--- src/rtl/pong_pkg.sv ---
// Shared Pong display-path types: full-screen image select, game-flow states
// and the mapping from game state to the screen that state wants shown.
package pong_pkg;

   typedef enum logic [1:0] {
      SCR_TITLE = 2'd0,
      SCR_PLAY  = 2'd1,
      SCR_P1WIN = 2'd2,
      SCR_P2WIN = 2'd3
   } screen_e;

   typedef enum logic [2:0] {
      TITLE,
      SERVE,
      PLAY,
      P1_WIN,
      P2_WIN
   } game_state_e;

   localparam int H_ACTIVE = 640;
   localparam int V_ACTIVE = 480;

   function automatic screen_e pending_screen(game_state_e st);
      case (st)
         TITLE:   return SCR_TITLE;
         P1_WIN:  return SCR_P1WIN;
         P2_WIN:  return SCR_P2WIN;
         default: return SCR_PLAY;
      endcase
   endfunction

endpackage

--- src/rtl/screen_sequencer_if.sv ---
// Game-flow bus between the VGA/game logic (master) and the screen sequencer
// (slave): raster position, player events in, screen select and scores out.
interface screen_sequencer_if #(
   parameter int SCORE_W = 4
);
   logic [9:0]          DrawX;
   logic [9:0]          DrawY;
   logic                start;
   logic                p1_point;
   logic                p2_point;
   pong_pkg::screen_e   screen_sel;
   logic                game_active;
   logic [SCORE_W-1:0]  p1_score;
   logic [SCORE_W-1:0]  p2_score;
   logic                frame_tick;

   modport master (
      output DrawX, DrawY, start, p1_point, p2_point,
      input  screen_sel, game_active, p1_score, p2_score, frame_tick
   );

   modport slave (
      input  DrawX, DrawY, start, p1_point, p2_point,
      output screen_sel, game_active, p1_score, p2_score, frame_tick
   );
endinterface

--- src/rtl/frame_tick_gen.sv ---
// One-cycle frame pulse, registered one clock after the raster origin (0,0)
// is sampled; shared with the ball and paddle logic.
module frame_tick_gen (
   input  logic       vga_clk,
   input  logic       reset_n,
   input  logic [9:0] draw_x_i,
   input  logic [9:0] draw_y_i,
   output logic       frame_tick_o
);

   logic tick_q;

   always_ff @(posedge vga_clk or negedge reset_n) begin
      if (!reset_n) begin
         tick_q <= 1'b0;
      end else begin
         tick_q <= (draw_x_i == 10'd0) && (draw_y_i == 10'd0);
      end
   end

   assign frame_tick_o = tick_q;

endmodule

--- src/rtl/screen_sequencer.sv ---
// Pong game-flow controller: tracks scores, sequences title/serve/play/win
// screens and switches the image source only on frame boundaries.
//
//   state  | meaning
//   TITLE  | title image, waiting for a start press
//   SERVE  | playfield shown, ball held for SERVE_FRAMES frames
//   PLAY   | ball and paddles live, waiting for a point
//   P1_WIN | player 1 win image for WIN_FRAMES frames
//   P2_WIN | player 2 win image for WIN_FRAMES frames
module screen_sequencer
   import pong_pkg::*;
#(
   parameter int WIN_SCORE    = 7,
   parameter int SERVE_FRAMES = 60,
   parameter int WIN_FRAMES   = 180,
   parameter int SCORE_W      = 4
) (
   input logic               vga_clk,
   input logic               reset_n,
   screen_sequencer_if.slave bus
);

   localparam int MAX_FRAMES = (SERVE_FRAMES > WIN_FRAMES) ? SERVE_FRAMES : WIN_FRAMES;
   localparam int CNT_W      = $clog2(MAX_FRAMES + 1);
   localparam logic [CNT_W-1:0]   SERVE_CNT = CNT_W'(SERVE_FRAMES);
   localparam logic [CNT_W-1:0]   WIN_CNT   = CNT_W'(WIN_FRAMES);
   localparam logic [SCORE_W-1:0] WIN_PTS   = SCORE_W'(WIN_SCORE);

   game_state_e        state_q, state_d;
   logic [CNT_W-1:0]   cnt_q, cnt_d, cnt_inc;
   logic [SCORE_W-1:0] p1_q, p1_d, p1_inc;
   logic [SCORE_W-1:0] p2_q, p2_d, p2_inc;
   screen_e            screen_q, screen_d;
   logic               active_q;
   logic               start_q;
   logic               start_rise;
   logic               frame_tick;

   frame_tick_gen u_frame_tick_gen (
      .vga_clk      (vga_clk),
      .reset_n      (reset_n),
      .draw_x_i     (bus.DrawX),
      .draw_y_i     (bus.DrawY),
      .frame_tick_o (frame_tick)
   );

   assign start_rise = bus.start & ~start_q;

   always_comb begin
      state_d = state_q;
      cnt_d   = cnt_q;
      p1_d    = p1_q;
      p2_d    = p2_q;
      cnt_inc = cnt_q + 1'b1;
      p1_inc  = p1_q + 1'b1;
      p2_inc  = p2_q + 1'b1;
      unique case (state_q)
         TITLE: begin
            if (start_rise) begin
               state_d = SERVE;
               p1_d    = '0;
               p2_d    = '0;
            end
         end
         SERVE: begin
            if (frame_tick) begin
               if (cnt_inc == SERVE_CNT) state_d = PLAY;
               else                      cnt_d   = cnt_inc;
            end
         end
         PLAY: begin
            // player 1 wins a same-cycle tie; the p2 pulse is simply dropped
            if (bus.p1_point) begin
               p1_d    = p1_inc;
               state_d = (p1_inc == WIN_PTS) ? P1_WIN : SERVE;
            end else if (bus.p2_point) begin
               p2_d    = p2_inc;
               state_d = (p2_inc == WIN_PTS) ? P2_WIN : SERVE;
            end
         end
         P1_WIN, P2_WIN: begin
            if (frame_tick) begin
               if (cnt_inc == WIN_CNT) state_d = TITLE;
               else                    cnt_d   = cnt_inc;
            end
         end
         default: state_d = TITLE;
      endcase
      if (state_d != state_q) cnt_d = '0;
      // the old state's screen is latched on a tick, so a same-cycle change waits a frame
      screen_d = frame_tick ? pending_screen(state_q) : screen_q;
   end

   always_ff @(posedge vga_clk or negedge reset_n) begin
      if (!reset_n) begin
         state_q  <= TITLE;
         cnt_q    <= '0;
         p1_q     <= '0;
         p2_q     <= '0;
         screen_q <= SCR_TITLE;
         active_q <= 1'b0;
         start_q  <= 1'b0;
      end else begin
         state_q  <= state_d;
         cnt_q    <= cnt_d;
         p1_q     <= p1_d;
         p2_q     <= p2_d;
         screen_q <= screen_d;
         active_q <= (state_d == PLAY);
         start_q  <= bus.start;
      end
   end

   assign bus.screen_sel  = screen_q;
   assign bus.game_active = active_q;
   assign bus.p1_score    = p1_q;
   assign bus.p2_score    = p2_q;
   assign bus.frame_tick  = frame_tick;

endmodule

--- src/flat_wrapper.sv ---
// flat-port wrapper written by rule: the top's interface ports become plain ports
module screen_sequencer_flat import pong_pkg::*;
#(
   parameter int WIN_SCORE    = 7,
   parameter int SERVE_FRAMES = 60,
   parameter int WIN_FRAMES   = 180,
   parameter int SCORE_W      = 4
)
  (vga_clk, reset_n, bus_DrawX, bus_DrawY, bus_start, bus_p1_point, bus_p2_point, bus_screen_sel, bus_game_active, bus_p1_score, bus_p2_score, bus_frame_tick);
  screen_sequencer_if #(.SCORE_W(SCORE_W)) bus_i ();
  input logic vga_clk;
  input logic reset_n;
  input wire logic [$bits(bus_i.DrawX)-1:0] bus_DrawX;
  input wire logic [$bits(bus_i.DrawY)-1:0] bus_DrawY;
  input wire logic [$bits(bus_i.start)-1:0] bus_start;
  input wire logic [$bits(bus_i.p1_point)-1:0] bus_p1_point;
  input wire logic [$bits(bus_i.p2_point)-1:0] bus_p2_point;
  output wire logic [$bits(bus_i.screen_sel)-1:0] bus_screen_sel;
  output wire logic [$bits(bus_i.game_active)-1:0] bus_game_active;
  output wire logic [$bits(bus_i.p1_score)-1:0] bus_p1_score;
  output wire logic [$bits(bus_i.p2_score)-1:0] bus_p2_score;
  output wire logic [$bits(bus_i.frame_tick)-1:0] bus_frame_tick;
  assign bus_i.DrawX = bus_DrawX;
  assign bus_i.DrawY = bus_DrawY;
  assign bus_i.start = bus_start;
  assign bus_i.p1_point = bus_p1_point;
  assign bus_i.p2_point = bus_p2_point;
  assign bus_screen_sel = bus_i.screen_sel;
  assign bus_game_active = bus_i.game_active;
  assign bus_p1_score = bus_i.p1_score;
  assign bus_p2_score = bus_i.p2_score;
  assign bus_frame_tick = bus_i.frame_tick;
  screen_sequencer #(.WIN_SCORE(WIN_SCORE), .SERVE_FRAMES(SERVE_FRAMES), .WIN_FRAMES(WIN_FRAMES), .SCORE_W(SCORE_W)) u_core (.vga_clk(vga_clk), .reset_n(reset_n), .bus(bus_i));
endmodule
--- config.mk ---
export PLATFORM = sky130hd
export DESIGN_NAME = screen_sequencer_flat
export DESIGN_NICKNAME = d
export VERILOG_FILES = /design/src/rtl/pong_pkg.sv /design/src/rtl/screen_sequencer_if.sv /design/src/rtl/frame_tick_gen.sv /design/src/rtl/screen_sequencer.sv /design/src/flat_wrapper.sv
export SDC_FILE = /design/constraint.sdc
export NUM_CORES = 1
export LEC_CHECK = 0
export ABC_CLOCK_PERIOD_IN_PS = 2250
export BUFFER_PORTS_ARGS = -buffer_cell sky130_fd_sc_hd__buf_2
export CAP_MARGIN = 10
export CORE_MARGIN = 1.5
export CORE_UTILIZATION = 25
export CTS_BUF_LIST = sky130_fd_sc_hd__clkbuf_4
export DETAILED_ROUTE_END_ITERATION = 10
export GPL_ROUTABILITY_DRIVEN = 0
export PLACE_DENSITY = 0.52
export SETUP_SLACK_MARGIN = 0.4
export SYNTH_ARGS = -nofsm -noshare
export SYNTH_HDL_FRONTEND = slang
export SYNTH_SLANG_ARGS = --single-unit
--- constraint.sdc ---
create_clock -name vga_clk -period 2.25 [get_ports vga_clk]
set_input_delay 0.225 -clock vga_clk [delete_from_list [all_inputs] [get_ports vga_clk]]
set_output_delay 0.225 -clock vga_clk [all_outputs]
set_load 0.02 [all_outputs]
* Word level (Yosys, flattened, before mapping)
Index checks and enable logic that the tools add are counted.
** Cells by class
- Mux-type cells :: 23
- Order comparisons :: 0
- Divide/modulo/power cells :: 0
- Reduce and logical (&&, ||, !) cells :: 10
- Equality and inequality tests :: 18
- $mul :: 0
- Add/subtract/negate cells :: 3
- Shift-type cells :: 0
- Bitwise operators :: 2
** Operators by type and width (count)
- $mux W8 :: 5
- $mux W3 :: 8
- $logic_not A10 Y1 :: 2
- $mux W4 :: 4
- $pmux W4 S2 :: 2
- $pmux W8 S2 :: 1
- $pmux W3 S4 :: 1
- $eq A3 B2 Y1 const B :: 3
- $add A4 B1 Y4 const B :: 2
- $add A8 B1 Y8 const B :: 1
- $eq A4 B3 Y1 const B :: 2
- $eq A8 B6 Y1 const B :: 1
- $eq A8 B8 Y1 const B :: 1
- $ne A2 B2 Y1 const B :: 3
- $ne A3 B2 Y1 const B :: 2
- $ne A3 B3 Y1 const B :: 2
- $pmux W2 S3 :: 1
- $reduce_and A5 Y1 :: 1
- $reduce_and A4 Y1 :: 1
- $eq A3 B1 Y1 const B :: 1
- $eq A3 B3 Y1 const B :: 1
- $logic_not A3 Y1 :: 1
- $ne A3 B3 Y1 :: 1
- $reduce_and A3 Y1 :: 1
- 8 further kinds :: 8
** Word-level totals
- Logic and storage cells :: 64
- Latch bits :: 0
- Memories kept :: 0
- Memory bits (read-only) :: 0
- Bits in registers :: 24
- Memory bits (writable) :: 0

* Longest topological paths before layout
- Word-level depth :: 9
- Mapped depth :: 7
- Depth with buffers taken out :: 7

* By module
From an unflattened synthesis, not the netlist that was laid out.
** Second synthesis, totals
- Cell total of the unflattened synthesis :: 164
- Area, all modules :: 1476.4 um^2
** Modules (own cells, without submodules)
- screen_sequencer :: area each 1407.6 um^2, seq. area each 575.6 um^2, cells an instance 155, instances 1
- frame_tick_gen :: area each 68.8 um^2, seq. area each 25.0 um^2, cells an instance 9, instances 1

* Worst setup path before layout
Ideal clock, no wire load.
- Kind :: register -> register
- From :: register u_core.cnt_q[0]
- To :: register u_core.cnt_q[6]
- Library setup time :: 130 ps
- Cell stages (with the launch flop) :: 8
- Buffers on the path :: 1
- Period minus slack after synthesis :: 1972 ps
- Path slack :: 278 ps
- Data required time :: 2120 ps
- Arrival :: 1842 ps
- Path through :: dfrtp_1 ha_1 inv_1 or4_1 o311ai_4 buf_6 nor4_2 mux2i_1
** On the way
- Longest elaborated chain between the ends :: 8
- Elaborated cells on any way between the ends :: 21
** RTL lines
- start: declaration :: RTL line screen_sequencer.sv:30 : logic [CNT_W-1:0] cnt_q, cnt_d, cnt_inc;
- start signal: assignment :: RTL line screen_sequencer.sv:105 : cnt_q <= cnt_d;
- $add A8 B1 Y8 * :: RTL line screen_sequencer.sv:54 : cnt_inc = cnt_q + 1'b1;
- $eq A8 B8 Y1 / $eq A8 B6 Y1 (equally long branches) :: RTL line screen_sequencer.sv:83, screen_sequencer.sv:67
- $mux W3 (on tied branches) :: RTL line screen_sequencer.sv:83, screen_sequencer.sv:67
- $mux W3 (on tied branches) :: RTL line screen_sequencer.sv:82, screen_sequencer.sv:66
- $pmux W3 S4 :: RTL line screen_sequencer.sv:57 : unique case (state_q)
- $ne A3 B3 Y1 :: RTL line screen_sequencer.sv:89 : if (state_d != state_q) cnt_d = '0;
- $ne A3 B3 Y1 (no line), or another cell as far along
- $reduce_and A5 Y1 (no line)
Every way passes the cells marked *; elsewhere a longest branch is shown, timed or not. The select of a mux whose other input is x is not followed.
A chain may end at the register's enable or synchronous reset.

* Final worst setup path
- From :: register u_core.p2_q[1], in the netlist u_core.bus.p2_score[1]
- To :: register u_core.cnt_q[0]
** On the way
- Longest elaborated chain between the ends :: 9
- Elaborated cells on any way between the ends :: 14
** RTL lines
- start: declaration :: RTL line screen_sequencer.sv:32 : logic [SCORE_W-1:0] p2_q, p2_d, p2_inc;
- start signal: assignment :: RTL line screen_sequencer.sv:107 : p2_q <= p2_d;
- $add A4 B1 Y4 * :: RTL line screen_sequencer.sv:56 : p2_inc = p2_q + 1'b1;
- $eq A4 B3 Y1 * :: RTL line screen_sequencer.sv:78 : state_d = (p2_inc == WIN_PTS) ? P2_WIN : SERVE;
- $mux W3 * :: RTL line screen_sequencer.sv:78
- $mux W3 * :: RTL line screen_sequencer.sv:76 : end else if (bus.p2_point) begin
- $mux W3 * :: RTL line screen_sequencer.sv:73 : if (bus.p1_point) begin
- $pmux W3 S4 * :: RTL line screen_sequencer.sv:57
- $ne A3 B3 Y1 * :: RTL line screen_sequencer.sv:89
- $ne A3 B3 Y1 (no line), or another cell as far along
- $reduce_and A5 Y1 (no line)
Every way passes the cells marked *; elsewhere a longest branch is shown, timed or not.

==> metrics.txt <==
outcome=finished clean; cell area after synthesis=between 0.0015 and 0.002 sq mm; Total Routed Length=approximately 4.6 mm; vias in the first global route=roughly 1.5k; non-filler cells, final=approximately 320; Vias per Instance=approximately 5.2; clock skew=11.39 ps; core box area=0.006719 sq mm; ys async rst share=between 90% and 100%; die width=approximately 86 microns; actual slew at the worst max-slew pin=between 500 and 600 ps; Die Area=~0.0074 sq mm; final period utilization=between 80% and 90%; Layout Area Growth over Synthesis=34.60%; clock latency on the worst-skew pair=~340 ps; CP Cell Sequence=ha_4 > nand3b_1 > or3_4 > a221oi_4 > o22ai_2 > buf_6 > a21oi_2; global routing usage on met2=between 20% and 30%; Slew Limit Fails=0; setup tns final=0 ps; H-tree Lvls=1; Min-Delay Path Class=input port to register; Post-synth EDFFs=0; Startpoint Class=register; Crit Path Class=register to register; synth top area cells=dfrtp_1 (35%), ha_1 (3.6%), a21oi_1 (3.2%); ys flop type=dfrtp_1; relative slew slack=61.11%; met3 Use GR=under 10%; Reg-to-Reg End=u_core.cnt_q[0]$_DFFE_PN0P_; drt pass-1 iters=4; Worst Hold Endpoint=u_core.u_frame_tick_gen.frame_tick_o$_DFF_PN0_; CTS tree=yes; Max Clock Freq=~0.5 GHz; R2R setup slack=between 200 and 300 ps; Tmin final=1995 ps; Hold Path Depth=4; area leader, netlist=dfrtp_1; final HPWL from detailed placement=about 3.2 mm; Detail Route Antenna Nets=0; #FFs+latches synth=24; placed cells=approximately 310; worst r2r path cells=7; I/O Pins=37; Hold Crit Start=bus_DrawX[8]; antenna violations before repair=0; CP Capture Type=register; total track usage=about an eighth; CP required=about 2500 ps; Synthesized Nets=roughly 220; VDD IR-drop max=around 0.24 mV; Worst path slowest cell=dfrtp_2; syn_area_per_cell=approximately 9.2 sq um; Nets=269; share of post-route cells with drive strength above 1=a little over two fifths; leak pwr=0.9137 nW; Final setup viols=0; initial DRC count=between 80 and 90; pin count of the biggest net entering global routing=25; top cell type's share of synthesized area=a little over a third; std cell rows=30; clk root buf=clkbuf_4; grt peak-use layer=met2; clk sinks=24; worst r2r src=u_core.bus.p2_score[1]$_DFFE_PN0P_; yosys warns=0; Num CTS Buffers=3; Critical Path Fanout Max=7; DR vias=~1.7k; first-pass GRT wire length=roughly 7.5 mm; Max Buffers Root-to-Sink=2; slowest cell delay on critical path=490 ps; DR WL/cell=14.37 microns; met1 GRT Util=between 10% and 20%; Port Buffers=36; Die H=~86 microns; Final Hold Fails=0; Max Cap Violations=0; Cell Pwr Density=393.7 mW/mm^2; DRC violation count after routing=0; initial core utilization=around 26%; grt total ovfl=0; Antenna Diode Count=0; post-synth cell types=55; Crit path arrival time=~2300 ps; Reg clk slew, reported paths=160 ps; post-synthesis sequential area ratio=34.96%; cells after synthesis=between 150 and 200; RSZ-0062 raised after global routing=true
[synthesized netlist by cell type, types with 2 or more instances]
cell type  number
or2_2           2
and3_1          3
nor4_1          5
nor2_1          6
or3_1           4
nand2_1        13
buf_6           2
mux2i_1         5
a21oi_1        11
o221ai_1        3
o31ai_1         4
a221oi_2        2
nand3_1        11
xnor2_1         2
a22oi_1         2
buf_4           4
o32a_1          2
nand2b_1        7
clkbuf_1        3
inv_1           9
o21ai_0        10
ha_1            5
nand4_1         3
nand3b_1        3
dfrtp_1        24
o22ai_1         3
or4_1           6
or3b_1          3
a31oi_1         2
a211oi_1        2
[layout by cell type, fill, tap and decap left out, types with 3 or more instances in the layout]
master | Yosys | final
nor4_1 | 5 | 5
nand2b_1 | 7 | 7
dfrtp_2 | 0 | 7
o221ai_1 | 3 | 3
ha_4 | 0 | 3
or4_1 | 6 | 4
mux2i_1 | 5 | 5
nand2_1 | 13 | 13
nand3b_1 | 3 | 3
buf_4 | 4 | 16
o21ai_0 | 10 | 9
or3b_1 | 3 | 3
o31ai_1 | 4 | 4
clkbuf_4 | 0 | 3
nand4_1 | 3 | 3
nand3_1 | 11 | 11
a21oi_2 | 0 | 6
nor2_1 | 6 | 6
dfrtp_1 | 24 | 17
buf_6 | 2 | 4
buf_2 | 1 | 36
inv_1 | 9 | 7
o22ai_1 | 3 | 3
a21oi_1 | 11 | 5
[stage by stage]
| stage | utilization, % | setup slack (ps) | total power [W] | hold slack, ps | area (sq um) |
|---|---|---|---|---|---|
| after floorplan | - | 356.6 | 0.0005188 | -70.59 | 1753 |
| after global placement | 30.69 | 201.8 | 0.0005706 | 262.5 | 2062 |
| after detailed placement | 30.69 | 211.5 | 0.0005731 | 271.6 | 2062 |
| after CTS | 32.57 | 252.4 | 0.0009169 | 69.49 | 2188 |
| after global routing | 34.41 | 165.7 | 0.0009591 | 90.51 | 2312 |
| final | 34.41 | 254.9 | 0.0009103 | 79.86 | 2312 |
[layout make-up]
type	instances	area (sq um)
clock buffers	3	22.52
repair buffers	58	365.4
multi-input cells	143	1151
clock inverters	1	30.03
inverters	9	33.78
well taps	80	100.1
fillers	677	4407
flip-flops and latches	24	609.3
[power by group]
part | switching [W] | internal (W)
combinational | 0.0000590 | 0.0000541
clock | 0.000153 | 0.000180
sequential | 0.0000202 | 0.000444
[worst max path at each step]
stage,slack (ps),startpoint,depth (start not counted),endpoint
after global routing,170,u_core.cnt_q[2]$_DFFE_PN0P_,6,u_core.cnt_q[7]$_DFFE_PN0P_
final,250,u_core.bus.p2_score[1]$_DFFE_PN0P_,7,u_core.cnt_q[0]$_DFFE_PN0P_
after global placement,200,u_core.cnt_q[0]$_DFFE_PN0P_,6,u_core.bus.game_active$_DFF_PN0_
after detailed placement,210,u_core.bus.p2_score[0]$_DFFE_PN0P_,7,u_core.cnt_q[3]$_DFFE_PN0P_
after CTS,250,u_core.state_q[1]$_DFF_PN0_,7,u_core.cnt_q[6]$_DFFE_PN0P_
after floorplan,360,u_core.bus.p2_score[0]$_DFFE_PN0P_,7,u_core.cnt_q[0]$_DFFE_PN0P_
[critical path, delay by kind of cell (launching register included)]
kind                       cells  cell delay [ps]
AOI/OAI and AO/OA              3              580
and+or+nand+nor                2              510
DFF                            1              490
adders and majority gates      1              190
buffers and inverters          1              160
[registers in the layout, indices dropped and copies added (netlist names)]
register / cells
u_core.bus.game_active: 1
u_core.u_frame_tick_gen.frame_tick_o: 1
u_core.bus.p1_score: 4
u_core.start_q: 1
u_core.bus.screen_sel: 2
u_core.bus.p2_score: 4
u_core.cnt_q: 8
u_core.state_q: 3
[layer usage]
layer  routed length (microns)  share of wire (%)
met3                       183                4.0
met5                         0                  0
met1                      2214                 48
met4                        40               0.88
met2                      2132                 47
[timing repair]
| item | in CTS | in global routing |
|---|---|---|
| endpoints found under the setup margin | 10 | 11 |
| resized for setup | 8 | 23 |
| hold endpoints to repair | 25 | 0 |
| pin swaps | 2 | 5 |
| cloned | 0 | 1 |
| hold buffers | 2 | 0 |
| setup buffers | 2 | 4 |
[logic make-up after synthesis]
group,share of synthesized area (%)
flops,34.96
simple gates,27.24
buf+inv,5.972
xor+xnor,1.530
compound gates,22.87
mux,3.787
fa+ha+maj,3.642
Note: power is estimated with default switching activity, not from simulation.
